--- src/rtl/fp_normalize.sv ---
// Post-add normaliser for single-precision floats: corrects adder carry-out, then
// left-shifts one bit per cycle until the hidden bit is set, emitting a packed word.
module fp_normalize (
    input  logic        CLK,
    input  logic        RST_N,
    input  logic        IN_VALID,
    output logic        IN_READY,
    input  logic        SIGN,
    input  logic [7:0]  EXP,
    input  logic [23:0] MANT,
    input  logic        OF,
    input  logic        SUB,
    output logic        OUT_VALID,
    input  logic        OUT_READY,
    output logic [31:0] RESULT,
    output logic        ZERO,
    output logic        OVF,
    output logic        UNF
);

    typedef enum logic [1:0] {IDLE, NORM, DONE} state_t;

    state_t      state_q;
    logic        s_q;
    logic [7:0]  e_q;
    logic [23:0] m_q;
    logic [31:0] result_q;
    logic        out_valid_q, zero_q, ovf_q, unf_q;

    logic        carry_d;
    logic [23:0] m_car_d, m_shl_d;
    logic [7:0]  e_inc_d, e_dec_d;

    function automatic logic [31:0] pack_fp(input logic s, input logic [7:0] e,
                                            input logic [22:0] f);
        return {s, e, f};
    endfunction

    function automatic logic [31:0] sat_inf(input logic s);
        return {s, 8'hFF, 23'h0};
    endfunction

    // With SUB set the carry-out only means "no borrow", so it never renormalises right.
    always_comb begin
        carry_d = !SUB && OF;
        m_car_d = {1'b1, MANT[23:1]};
        e_inc_d = EXP + 8'd1;
        m_shl_d = {m_q[22:0], 1'b0};
        e_dec_d = e_q - 8'd1;
    end

    always_ff @(posedge CLK or negedge RST_N) begin
        if (!RST_N) begin
            state_q     <= IDLE;
            s_q         <= 1'b0;
            e_q         <= 8'h00;
            m_q         <= 24'h0;
            result_q    <= 32'h0;
            out_valid_q <= 1'b0;
            zero_q      <= 1'b0;
            ovf_q       <= 1'b0;
            unf_q       <= 1'b0;
        end else begin
            case (state_q)
                IDLE: begin
                    if (IN_VALID) begin
                        s_q <= SIGN;
                        e_q <= EXP;
                        m_q <= MANT;
                        if (carry_d) begin
                            if (EXP >= 8'd254) begin
                                result_q    <= sat_inf(SIGN);
                                ovf_q       <= 1'b1;
                                out_valid_q <= 1'b1;
                                state_q     <= DONE;
                            end else begin
                                m_q     <= m_car_d;
                                e_q     <= e_inc_d;
                                state_q <= NORM;
                            end
                        end else if (MANT == 24'h0) begin
                            s_q         <= 1'b0;
                            result_q    <= 32'h0;
                            zero_q      <= 1'b1;
                            out_valid_q <= 1'b1;
                            state_q     <= DONE;
                        end else begin
                            state_q <= NORM;
                        end
                    end
                end
                NORM: begin
                    if (m_q[23]) begin
                        result_q    <= pack_fp(s_q, e_q, m_q[22:0]);
                        out_valid_q <= 1'b1;
                        state_q     <= DONE;
                    end else if (e_q <= 8'd1) begin
                        // No subnormal output: flush to signed zero.
                        result_q    <= {s_q, 31'h0};
                        unf_q       <= 1'b1;
                        zero_q      <= 1'b1;
                        out_valid_q <= 1'b1;
                        state_q     <= DONE;
                    end else begin
                        m_q <= m_shl_d;
                        e_q <= e_dec_d;
                    end
                end
                DONE: begin
                    if (OUT_READY) begin
                        out_valid_q <= 1'b0;
                        zero_q      <= 1'b0;
                        ovf_q       <= 1'b0;
                        unf_q       <= 1'b0;
                        state_q     <= IDLE;
                    end
                end
                default: state_q <= IDLE;
            endcase
        end
    end

    assign IN_READY  = (state_q == IDLE);
    assign OUT_VALID = out_valid_q;
    assign RESULT    = result_q;
    assign ZERO      = zero_q;
    assign OVF       = ovf_q;
    assign UNF       = unf_q;

endmodule

--- config.mk ---
export PLATFORM = sky130hd
export DESIGN_NAME = fp_normalize
export DESIGN_NICKNAME = d
export VERILOG_FILES = /design/src/rtl/fp_normalize.sv
export SDC_FILE = /design/constraint.sdc
export NUM_CORES = 1
export LEC_CHECK = 0
export CAP_MARGIN = 20
export CORE_ASPECT_RATIO = 0.9
export CORE_MARGIN = 3
export CORE_UTILIZATION = 27
export CTS_CLUSTER_SIZE = 12
export DETAILED_ROUTE_END_ITERATION = 10
export MAX_ROUTING_LAYER = met4
export PLACE_DENSITY = 0.58
export SYNTH_ARGS = -nofsm -noshare
export SYNTH_HDL_FRONTEND = slang
export SYNTH_SLANG_ARGS = --single-unit
--- constraint.sdc ---
create_clock -name CLK -period 2.85 [get_ports CLK]
set_input_delay 0.7125 -clock CLK [delete_from_list [all_inputs] [get_ports CLK]]
set_output_delay 0.7125 -clock CLK [all_outputs]
set_load 0.005 [all_outputs]
==> results.tsv <==
stage	metric	value	unit
run_status	run_status	finished, final reports clean	
setup_path	worstPathRequired	3.06	ns
worst_hold_path	min_path_type	in -> async	
finish	syn_to_final_growth	34.9	%
routing	first_iter_violations	179	
setup_path	crit_path_top_delay_cell	clkdlybuf4s50_1	
cts	cts_buffer_depth	2	
setup_path	cp_max_fo	23	
yosys	synth_top_area_frac	0.487	
setup_path	start_kind	input port	
yosys	syn_avg_cell_area	10.2	µm²
floorplanning	num_rows	39	
cts	post_cts_buffers	0	
routing	drcViolationCount	0	
cts	clkSinkCount	71	
cts	cts_tree	done	
grt	grt_use_total	0.146	
finish	stdcell_area	4920	µm²
place	port_buffers	75	
setup_path	critPathTopFamily	simple AND/OR/NAND/NOR gates	
cts	clockRootBuffer	clkbuf_16	
timing	fin_skew	0.00580	ns
place	gp_congestion	0.829	
cts	cts_hold_buf	0	
cts	cts_max_level	3	
yosys	syn_area	3650	µm²
yosys	syn_nets	400	
yosys	syn_inst	357	
setup_path	path_buf_inv	1	
grt	antenna_found_initial	0	
routing	wl	10200	µm
yosys	synthArstFlopShare	1.00	
power_and_ir_drop	power.leakage	2.12	nW
routing	ant_nets	0	
finish	final_core_util	0.381	
floorplanning	start_util	0.282	
setup_path	cp_cell_sequence	clkdlybuf4s50_1 -> nor4_1 -> and4_1 -> nand4_2 -> a31o_4 -> a22o_1	
timing	fin_crit	2.52	ns
timing	setup_viol	0	
setup_path	end_kind	flip-flop	
place	hpwl	7450	µm
timing	min_period_over_period	0.886	
cts	clk_latency	0.33	ns
grt	grt_pass1_wl	16800	µm
yosys	synthTopCellsByArea	dfrtp_1 (49%), mux2i_1 (6.0%), a22o_1 (5.5%), o211ai_1 (4.5%), nand2_1 (4.0%)	
yosys	ys_ff_latch	71	
floorplanning	die_x	129	µm
place	dpl_cell_area	4670	µm²
timing	slew_violations	0	
setup_path	slowest_delay	0.44	ns
setup_path	criticalPathCategory	in -> reg	
timing	worst_slew_pin_slew	0.582	ns
finish	register_area	1780	µm²
routing	avgViaCountPerCell	5.29	
timing	grt_setup_unrepaired	no	
finish	diodes	0	
routing	dr.pass1.iters	5	
yosys	synthFlopType	dfrtp_1	
finish	layout-drive-gt1-share	0.113	
routing	vias	3204	
floorplanning	die_h	116	µm
cts	cts_made_buffers	9	
grt	grt-ovfl-total	0	
floorplanning	dieArea	14900	µm²
timing	slew_headroom	0.612	
floorplanning	io_pins	76	
cts	ctsResizeCount	0	
yosys	yosys.area.top_type	dfrtp_1	
grt	grt_max_degree	54	
job	drv_cap	0	
setup_path	arrival	2.73	ns
timing	hold_viol	0	
yosys	yosys_warnings	0	
routing	wl_per_cell	16.8	µm
finish	multi_input_area	1730	µm²
floorplanning	core-area	12900	µm²
power_and_ir_drop	power_density	1020	nW/µm²
power_and_ir_drop	peakVddDrop	0.361	mV
finish	fillerInstances	1239	
finish	finalNetCount	482	
yosys	yosysUniqueCellTypes	50	
yosys	synth_edf_count	0	
timing	fmax	0.396	GHz
grt	grt_pass1_vias	3272	
cts	clkTransAtPathRegs	0.06	ns
yosys	synth-seq-area-share	0.487	
power breakdown:
| part | total, mW | switching [mW] | internal [mW] |
|---|---|---|---|
| logic | 2.12 | 0.975 | 1.14 |
| registers | 1.92 | 0.440 | 1.48 |
| clock network | 0.971 | 0.399 | 0.571 |
| total | 5.01 | 1.81 | 3.19 |
layout by cell type (no fill, tap or decap), types with 3 or more instances in the layout:
cell type,n
nand4_1,3
clkdlybuf4s50_1,74
mux2i_1,22
inv_1,9
dfrtp_1,71
or3_1,3
a21oi_1,12
o21ai_0,14
nor4_1,8
clkinv_2,4
xnor2_1,3
a31o_2,3
clkbuf_16,9
nor2_1,11
ha_1,4
a2bb2oi_1,8
o211ai_1,22
a31oi_1,3
a22o_1,23
nand3_1,26
o31ai_1,3
xor2_1,3
nand2_1,39
buf_4,19
nor3_1,6
cell type report:
class / count / share of cell area
inverter: 9 / 0.00686
multi-input combinational: 252 / 0.351
clock inverter: 5 / 0.00559
clock buffer: 9 / 0.0458
sequential: 71 / 0.361
tap: 164 / 0.0417
timing repair buffer: 96 / 0.189
synth_stat cells, types with 3 or more instances:
master,number
o21ai_0,15
a2bb2oi_1,8
mux2i_1,22
a21oi_1,12
dfrtp_1,71
o31ai_1,3
inv_1,9
nand4_1,3
xor2_1,3
clkbuf_1,15
xnor2_1,3
a31o_2,3
nand3_1,26
a31oi_1,3
nor4_1,8
nor2_1,12
or3_1,3
a22o_1,23
ha_1,4
nand2_1,39
o211ai_1,22
nor3_1,6
buf_2,8
sequential cells by signal (all words and copies together) (netlist names):
signal / count
m_q: 24
e_q: 8
state_q: 2
OUT_VALID: 1
OVF: 1
s_q: 1
RESULT: 32
ZERO: 1
UNF: 1
path summary, 6_finish.rpt:
check                               from    endpoint  slack [ns]  depth (start not counted)
min in group CLK                     s_q         s_q        0.49                          2
max in group asynchronous          RST_N     m_q[16]        1.81                          2
worst min-delay path               RST_N      m_q[5]        0.38                          1
worst max register to register    e_q[0]      e_q[4]        0.46                          7
worst max-delay path            MANT[22]  RESULT[21]        0.33                          6
worst min register to register       s_q         s_q        0.49                          2
logic make-up after synthesis:
group,after synthesis,synth area share
multiplexers,24,0.0665
XOR/XNOR,6,0.0144
AO/OA/AOI/OAI,108,0.226
buffers and inverters,34,0.0418
adder cells (fa/ha/maj),4,0.0137
AND/OR/NAND/NOR,110,0.151
flip-flops,71,0.487
per-stage QoR:
step	setup TNS, ns	worst slack (ns)	power [mW]	hold slack (ns)	instances
floorplan	0	0.653	3.11	0.417	357
global placement	0	0.0434	4.00	0.464	592
detailed placement	-1.02	-0.0578	4.06	0.482	592
CTS	0	0.293	5.05	0.402	606
global route	0	0.130	5.39	0.429	606
finish	0	0.326	5.01	0.381	606
metal layers:
layer,vias to the layer above,share of wire,GRT usage
met1,1580,0.47,0.198
met5,-,0,-
met2,103,0.46,0.220
met3,8,0.063,0.0293
met4,0,0.0064,0.0462
li1,1513,-,-
(Power assumes the default switching activity.)
